--- src/rtl/mmio_trace_pkg.sv ---
// mmio_trace_pkg: shared widths and sizing helpers for the MMIO write tracer
//   ADDR_W/DATA_W/MASK_W : fixed mmio bus field widths
//   win_w()              : window-index width, clog2(n) with a minimum of 1
//   entry_w()            : packed trace entry width {ts, addr, data, mask, win}
package mmio_trace_pkg;
   localparam int ADDR_W = 30;
   localparam int DATA_W = 32;
   localparam int MASK_W = 4;
   function automatic int win_w(input int n);
      return (n > 1) ? $clog2(n) : 1;
   endfunction
   function automatic int entry_w(input int ts_w, input int ww);
      return ts_w + ADDR_W + DATA_W + MASK_W + ww;
   endfunction
endpackage

--- src/rtl/mmio_trace_fifo.sv ---
// mmio_trace_fifo: synchronous FIFO with head presented from the storage flops
//   clk, rst_n : clock, synchronous active-low reset (empties the FIFO)
//   i_push     : enqueue i_data (ignored when full unless popping the same cycle)
//   i_pop      : dequeue head (ignored when empty)
//   o_valid    : head valid, o_full : no free slot, o_data : head entry (0 when empty)
module mmio_trace_fifo #(
   parameter int WIDTH = 8,
   parameter int DEPTH = 16
) (
   input  logic             clk,
   input  logic             rst_n,
   input  logic             i_push,
   input  logic             i_pop,
   input  logic [WIDTH-1:0] i_data,
   output logic             o_valid,
   output logic             o_full,
   output logic [WIDTH-1:0] o_data
);
   localparam int AW = $clog2(DEPTH);
   logic [WIDTH-1:0] r_mem [DEPTH];
   logic [AW:0]      r_wr, r_rd;
   logic             w_empty, w_pop, w_push;
   assign w_empty = r_wr == r_rd;
   // extra pointer bit distinguishes full from empty when the indices coincide
   assign o_full  = (r_wr[AW] != r_rd[AW]) && (r_wr[AW-1:0] == r_rd[AW-1:0]);
   assign w_pop   = i_pop && !w_empty;
   // a pop frees the head slot this edge, so a push while full still fits
   assign w_push  = i_push && (!o_full || w_pop);
   assign o_valid = !w_empty;
   assign o_data  = w_empty ? '0 : r_mem[r_rd[AW-1:0]];
   always_ff @(posedge clk) begin
      if (!rst_n) begin
         r_wr <= '0;
         r_rd <= '0;
      end else begin
         if (w_push) r_wr <= r_wr + 1'b1;
         if (w_pop)  r_rd <= r_rd + 1'b1;
      end
   end
   always_ff @(posedge clk)
      if (w_push) r_mem[r_wr[AW-1:0]] <= i_data;
endmodule

--- src/rtl/mmio_trace_monitor.sv ---
// mmio_trace_monitor: MMIO write tracer with address windows, timestamps, trace FIFO and end-of-run flags
//   clk, rst_n                        : clock, synchronous active-low reset
//   i_mmio_addr/data/mask/wren        : observed cpu write bus
//   i_win_en/lo/hi                    : per-window enable and inclusive bounds (30 bits per window)
//   o_trace_valid, i_trace_ready      : FIFO head handshake
//   o_trace_ts/addr/data/mask/win     : FIFO head entry
//   o_drop_cnt                        : saturating count of matched writes lost to a full FIFO
//   o_halt, o_halt_code, o_timeout    : sticky end-of-run flags and halt write data
module mmio_trace_monitor
   import mmio_trace_pkg::*;
#(
   parameter int          N_WIN       = 2,
   parameter int          DEPTH       = 16,
   parameter int          TS_W        = 32,
   parameter int          DROP_W      = 16,
   parameter logic [29:0] HALT_ADDR   = 30'h3FFFFFFF,
   parameter int          TIMEOUT_CYC = 7500,
   localparam int         WIN_W       = win_w(N_WIN)
) (
   input  logic                clk,
   input  logic                rst_n,
   input  logic [29:0]         i_mmio_addr,
   input  logic [31:0]         i_mmio_data,
   input  logic [3:0]          i_mmio_mask,
   input  logic                i_mmio_wren,
   input  logic [N_WIN-1:0]    i_win_en,
   input  logic [N_WIN*30-1:0] i_win_lo,
   input  logic [N_WIN*30-1:0] i_win_hi,
   output logic                o_trace_valid,
   input  logic                i_trace_ready,
   output logic [TS_W-1:0]     o_trace_ts,
   output logic [29:0]         o_trace_addr,
   output logic [31:0]         o_trace_data,
   output logic [3:0]          o_trace_mask,
   output logic [WIN_W-1:0]    o_trace_win,
   output logic [DROP_W-1:0]   o_drop_cnt,
   output logic                o_halt,
   output logic [31:0]         o_halt_code,
   output logic                o_timeout
);
   localparam int ENTRY_W = entry_w(TS_W, WIN_W);
   logic [TS_W-1:0]    r_ts;
   logic [31:0]        r_code;
   logic [DROP_W-1:0]  r_drop;
   logic               r_halt, r_timeout;
   logic               w_hit, w_push, w_pop, w_drop, w_full, w_halt_wr, w_to_hit;
   logic [WIN_W-1:0]   w_win;
   logic [ENTRY_W-1:0] w_head;
   // descending scan so the lowest matching window is the last assignment
   always_comb begin
      w_hit = 1'b0;
      w_win = '0;
      for (int k = N_WIN - 1; k >= 0; k--)
         if (i_win_en[k] && i_win_lo[30*k +: 30] <= i_mmio_addr && i_mmio_addr <= i_win_hi[30*k +: 30]) begin
            w_hit = 1'b1;
            w_win = WIN_W'(k);
         end
   end
   assign w_push    = i_mmio_wren && w_hit && !r_halt && !r_timeout;
   assign w_pop     = o_trace_valid && i_trace_ready;
   assign w_drop    = w_push && w_full && !w_pop;
   assign w_halt_wr = i_mmio_wren && (i_mmio_addr == HALT_ADDR);
   // the flag rises on the edge that carries the timestamp to TIMEOUT_CYC-1
   assign w_to_hit  = (TIMEOUT_CYC == 0) ? 1'b0 :
                      (TIMEOUT_CYC == 1) ? 1'b1 : (r_ts == TS_W'(TIMEOUT_CYC - 2));
   always_ff @(posedge clk) begin
      if (!rst_n) begin
         r_ts      <= '0;
         r_code    <= '0;
         r_drop    <= '0;
         r_halt    <= 1'b0;
         r_timeout <= 1'b0;
      end else begin
         r_ts <= r_ts + 1'b1;
         if (w_halt_wr && !r_halt) begin
            r_halt <= 1'b1;
            r_code <= i_mmio_data;
         end
         if (w_to_hit) r_timeout <= 1'b1;
         if (w_drop && !(&r_drop)) r_drop <= r_drop + 1'b1;
      end
   end
   mmio_trace_fifo #(.WIDTH(ENTRY_W), .DEPTH(DEPTH)) u_fifo (
      .clk    (clk),
      .rst_n  (rst_n),
      .i_push (w_push),
      .i_pop  (w_pop),
      .i_data ({r_ts, i_mmio_addr, i_mmio_data, i_mmio_mask, w_win}),
      .o_valid(o_trace_valid),
      .o_full (w_full),
      .o_data (w_head)
   );
   assign {o_trace_ts, o_trace_addr, o_trace_data, o_trace_mask, o_trace_win} = w_head;
   assign o_drop_cnt  = r_drop;
   assign o_halt      = r_halt;
   assign o_halt_code = r_code;
   assign o_timeout   = r_timeout;
endmodule

--- config.mk ---
export PLATFORM = sky130hd
export DESIGN_NAME = mmio_trace_monitor
export DESIGN_NICKNAME = d
export VERILOG_FILES = /design/src/rtl/mmio_trace_pkg.sv /design/src/rtl/mmio_trace_fifo.sv /design/src/rtl/mmio_trace_monitor.sv
export SDC_FILE = /design/constraint.sdc
export NUM_CORES = 2
export LEC_CHECK = 0
export CAP_MARGIN = 30
export CORE_MARGIN = 8
export CORE_UTILIZATION = 55
export CTS_CLUSTER_DIAMETER = 80
export DETAILED_ROUTE_END_ITERATION = 12
export PLACE_DENSITY = 0.74
export SLEW_MARGIN = 15
export SYNTH_ARGS = -nofsm -noshare
export SYNTH_HDL_FRONTEND = slang
export SYNTH_SLANG_ARGS = --single-unit
--- constraint.sdc ---
create_clock -name clk -period 18.2 [get_ports clk]
set_clock_uncertainty 0.15 [all_clocks]
set_input_delay 4.55 -clock clk [delete_from_list [all_inputs] [get_ports clk]]
set_output_delay 4.55 -clock clk [all_outputs]
set_load 0.01 [all_outputs]
* Yosys cells after proc, flatten, opt, wreduce, memory -nomap -nowiden
Memory sizes are Yosys's and may differ from the RTL's. A register that Yosys moved wholly into a read port is not among the register bits.
Index checks and enable logic that the tools add are counted.
** Word-level totals
- Bits in registers :: 92
- Latch bits :: 0
- RAM bits :: 1584
- Memory bits (read-only) :: 0
- Bits of input ports :: 192
- Logic and storage cells :: 53
- Memories kept :: 1
** Cells by class
- Add/sub/neg operators :: 4
- Multipliers :: 0
- Divide/modulo/power cells :: 0
- Magnitude comparators :: 4
- Eq/ne operators :: 5
- Shifts and indexed selects :: 0
- Muxes and demuxes :: 8
- Bitwise logic cells :: 0
- Reduce and logical (&&, ||, !) cells :: 24
** Memory list
- u_fifo.r_mem :: depth 16, bits a word 99, read ports 1, clocked after memory_dff 1, wr ports 1, line mmio_trace_fifo.sv:20 : logic [WIDTH-1:0] r_mem [DEPTH];
** Operators by type and width (count)
- $le 30x30->1 :: 4
- $mux 99 :: 1
- $add 32x1->32 const B :: 1
- $eq 32x13->1 const B :: 1
- $eq 30x30->1 const B :: 1
- $add 16x1->16 const B :: 1
- $logic_and 1x1->1 :: 16
- $reduce_and 16->1 :: 1
- $add 5x1->5 const B :: 2
- $mux 4 :: 2
- $logic_not 1->1 :: 6
- $eq 5x5->1 :: 1
- $mux 1 :: 5
- $eq 4x4->1 :: 1
- $logic_or 1x1->1 :: 1
- $ne 1x1->1 :: 1

* Depth between registers and ports, before layout
- Depth in word-level cells :: 11
- Depth in mapped cells :: 12
- Mapped depth without buffers :: 10

* By module
A second synthesis with hierarchy kept.
** Unflattened totals
- Cells, all modules :: 3325
- Area total of the unflattened synthesis :: 66571.3 um^2
** Modules (own cells, without submodules)
- mmio_trace_fifo :: times used 1, cells an instance 2519, area each 59848.6 um^2, seq. area each 47845.9 um^2
- mmio_trace_monitor :: times used 1, cells an instance 806, area each 6722.7 um^2, seq. area each 1641.6 um^2

* Worst setup path after synthesis
OpenSTA, ideal clock, no wires.
- Kind :: input to register
- From :: in i_mmio_addr[13]
- To :: reg u_fifo.r_wr[4]
- Setup time :: 0.416 ns
- Arrival :: 13.479 ns
- Required time :: 17.634 ns
- Path slack :: 4.156 ns
- Stages :: 11
- Buffers on the path :: 1
- Cell sequence :: inv_1 -> ha_1 -> nand4_1 -> or4_4 -> nor4_2 -> a31oi_1 -> a31oi_1 -> a22oi_1 -> buf_2 -> nor3_1 -> mux2i_1
** On the way
- Longest elaborated chain between the ends :: 9
- Elaborated cells between the ends (all ways) :: 14
- Those cells by class :: order compare (4); mux (2); reduce/logical (8)
** Ends and longest elaborated chain
- start, declared :: line mmio_trace_monitor.sv:22 : input logic [29:0] i_mmio_addr,
- $le 30x30->1 :: line mmio_trace_monitor.sv:54 : if (i_win_en[k] && i_win_lo[30*k +: 30] <= i_mmio_addr && i_mmio_addr <= i_win_hi[30*k +: 30]) begin
- $logic_and 1x1->1 (2 in a row) :: line mmio_trace_monitor.sv:54
- $mux 1 :: line mmio_trace_monitor.sv:54
- $mux 1 * :: line mmio_trace_monitor.sv:54
- $logic_and 1x1->1 * (3 in a row) :: line mmio_trace_monitor.sv:59 : assign w_push = i_mmio_wren && w_hit && !r_halt && !r_timeout;
- $logic_and 1x1->1 * :: line mmio_trace_fifo.sv:28 : assign w_push = i_push && (!o_full || w_pop);
- end signal, assigned :: line mmio_trace_fifo.sv:36 : if (w_push) r_wr <= r_wr + 1'b1;
- end, declared :: line mmio_trace_fifo.sv:21 : logic [AW:0] r_wr, r_rd;
Every way passes the cells marked *; elsewhere a longest branch is shown, timed or not.
A chain may end at the register's enable or synchronous reset.

* Final worst setup path
- From :: in i_mmio_addr[6]
- To :: mem u_fifo.r_mem[8][16] (netlist name) (enable)
** On the way
- Longest elaborated chain between the ends :: 11
- Elaborated cells between the ends (all ways) :: 16
- Those cells by class :: order compare (4); mux (4); reduce/logical (8)
** Ends and longest elaborated chain
- $le 30x30->1 :: line mmio_trace_monitor.sv:54
- $logic_and 1x1->1 (2 in a row) :: line mmio_trace_monitor.sv:54
- $mux 1 :: line mmio_trace_monitor.sv:54
- $mux 1 * :: line mmio_trace_monitor.sv:54
- $logic_and 1x1->1 * (3 in a row) :: line mmio_trace_monitor.sv:59
- $logic_and 1x1->1 * :: line mmio_trace_fifo.sv:28
- $mux 1 * :: line mmio_trace_fifo.sv:41 : if (w_push) r_mem[r_wr[AW-1:0]] <= i_data;
- $mux 1 (implied by the code) * :: line mmio_trace_fifo.sv:41
- end, declared :: line mmio_trace_fifo.sv:20
Marked as above.

==> flow_summary.ini <==
[sta]
fin_ws_ps = 7723
hold_ws_ps = 342.2
setup_viol = 0
tns_ps = 0
relSlewSlack = 0.2947
fin_crit_ps = 10480
fmax_mhz = 95.44
slew_violations = 0
fin_crit_sh = 0.5757
hold_viol = 0
rsz0062_at_grt = false
worstMarginPinSlew_ps = 1058

[floorplan]
dieArea_um2 = 133200
core_area_um2 = 121400
rows = 128
ios = 342
start_util = 0.5518
die_y_um = 365.0
die_w_um = 365.0

[finish]
layout-drive-gt1-share = 0.2157
regArea_um2 = 49500
areaGrowthSynthToFinish_pct = 16.29
fillers = 8118
nets = 3938
multi_input_area_um2 = 16660
final_util = 0.6417

[synthesis]
synth_area_leaders = edfxtp_1 71%, mux4_2 17%, dfxtp_1 2.9%, ha_1 2.4%, nor2b_1 0.97%
ys.flop_type = edfxtp_1
synthArstFlopShare = 0
synth.most_common_cell = edfxtp_1
avgSynthCellArea_um2 = 21.04
synth_common_cells = 1584 x edfxtp_1, 495 x mux4_2, 128 x ha_1
yosysSeqAreaShare = 0.7387
synth.cell_area_um2 = 66990
yosysTopAreaCell = edfxtp_1
yosysWarnings = 0
syn_inst = 3184
syn_nets = 3504
synthDistinctLibCells = 56
yosysTopAreaCellShare = 0.7100
synth-edff-count = 1584
yosys_register_bits = 1680

[clock_network]
cts-root-buf = clkbuf_16
cts_buffers = 166
clockBufferDepth = 3
holdBufCountCts = 0
cts_tree = done
cts_resized = 0
h-tree-depth = 4
clock_latency_ps = 790
cts.clk_slew.worst_paths_ps = 60
post_cts_buffers = 0
cts_sinks = 1680

[global_routing]
track_usage = 0.2370
antenna_found_initial = 7
grt_remaining_overflow = 0
grt_max_degree = 111
grt_pass1_wl_mm = 231.0
grt_pass1_vias = 34970

[setup_path]
crit_fanout = 47
r2r_slack_ps = 13740
crit_type = input pin to flop
cp.arrival_ps = 10720
cp-startpoint = i_mmio_addr[6]
r2r.worst_path.cells = 8
crit_path_start_kind = input pin
reg2reg_from = u_fifo.r_wr[2]
required_ps = 18440
cp-end-kind = flop
r2r-end = u_fifo.r_mem[8][16]

[min_path]
min_to = o_halt_code[8]
hold_path.class = flop to flop
worstHoldStart = o_halt_code[8]
hold_depth = 2

[placed_design]
globalplace.congestion = 0.8159
hpwl_mm = 88.47
portBuffers = 341
dp_slack_ps = 6907

[drt]
routedWlPerCell_um = 29.41
drt_iter0_drc = 3879
wl_mm = 158.2
vias_per_cell = 6.215
vias = 33420
first_pass_iters = 7
ant_nets = 0
drc = 0

[job]
cap_violations = 0

[power]
p_per_area_nw_per_um2 = 109.5
p_total_mw = 8.531
p_leak_nw = 24.84
intPower_mw = 6.630
p_sw_mw = 1.902
pwr-share-seq = 0.500
combPwrFrac = 0.114
worst_ir_drop_vdd_v = 0.00009602
p_clk_frac = 0.386
swShare = 0.2229

[status]
status = finished clean
sequential cells by signal, indices dropped and copies added, names as in the netlist, named ones only:
register,cells
o_timeout,1
u_fifo.r_mem,1584
o_drop_cnt,16
o_halt,1
u_fifo.r_wr,5
u_fifo.r_rd,5
r_ts,32
o_halt_code,32
worst max-delay path, cell delays in order:
cell and delay [ps]:
clkdlybuf4s50_1 1100, inv_1 150, ha_1 340, nand4_1 140, or4_1 600, nor2b_1 190, nor3_1 70, nor3_1 300
a22oi_2 170, buf_4 280, nor2_1 710, and3_4 630, buf_4 570, buf_4 780
worst max path at each step:
stage,endpoint,cells after the start,slack (ps)
floorplan,u_fifo.r_wr[4],11,4160
detailed placement,u_fifo.r_mem[8][19],14,6910
global placement,u_fifo.r_mem[8][22],14,6990
global route,u_fifo.r_mem[8][23],14,7450
CTS,u_fifo.r_mem[8][16],14,7700
finish,u_fifo.r_mem[8][16],14,7720
stage by stage:
step	cell area, um^2	std cells
6_report	77900	5378
4_1_cts	77820	5372
3_5_place_dp	72580	5071
2_1_floorplan	66990	3184
5_1_grt	77900	5376
3_3_place_gp	72470	5066
cells by family (layout without fill, tap and decap cells):
logic type / count (synthesis) / in the layout / share of synthesized area
and+or+nand+nor: 427 / 427 / 0.03455
buffers and inverters: 247 / 814 / 0.01401
xor gates and xnor gates: 31 / 31 / 0.004053
muxes: 537 / 537 / 0.1727
DFF: 1680 / 1680 / 0.7387
other: 0 / 2 / 0
adders and majority gates: 128 / 128 / 0.02391
AOI/OAI and AO/OA: 134 / 134 / 0.01205
per-layer routing:
metal / GRT usage / wire (um)
met1: 0.3265 / 63490
met4: 0.06686 / 4268
met5: 0 / 0
met2: 0.3837 / 76760
met3: 0.05657 / 13670
power groups by stage:
stage	clock network [mW]	registers (mW)	logic, mW
floorplan	0	4.33	0.605
global placement	0	4.34	0.979
detailed placement	0	4.34	0.992
CTS	3.34	4.26	0.998
global route	3.49	4.26	1.05
finish	3.29	4.26	0.976
cells in the final DEF (no fill, tap or decap), types with 9 or more instances in the layout:
cell and instances:
clkbuf_1 43, mux4_2 495, or4_1 10, xor2_1 16
and3_4 12, nand2b_1 14, o21ai_0 11, nor2_1 80
nor3_1 12, clkdlybuf4s50_1 341, bufinv_16 9, clkinv_1 38
edfxtp_1 1584, o21ai_1 11, clkbuf_16 173, nor4_1 11
o31ai_1 9, inv_1 105, nand3_1 38, xnor2_1 15
dfxtp_1 92, ha_1 128, nor2b_1 104, and3_1 12
mux2i_1 42, nand4_1 40, nand2_1 57, clkinv_2 19
a21oi_1 64, or3_1 12, buf_4 54
cell type report:
type / count / share of cell area
antenna: 2 / 0.00006424
clock buffer: 220 / 0.05835
clock inverter: 81 / 0.008898
inverter: 106 / 0.005139
multi-input combinational: 1257 / 0.2138
sequential: 1680 / 0.6354
tap: 1625 / 0.02610
timing repair buffer: 407 / 0.05223
No activity file was read; power rests on OpenSTA's default activity.
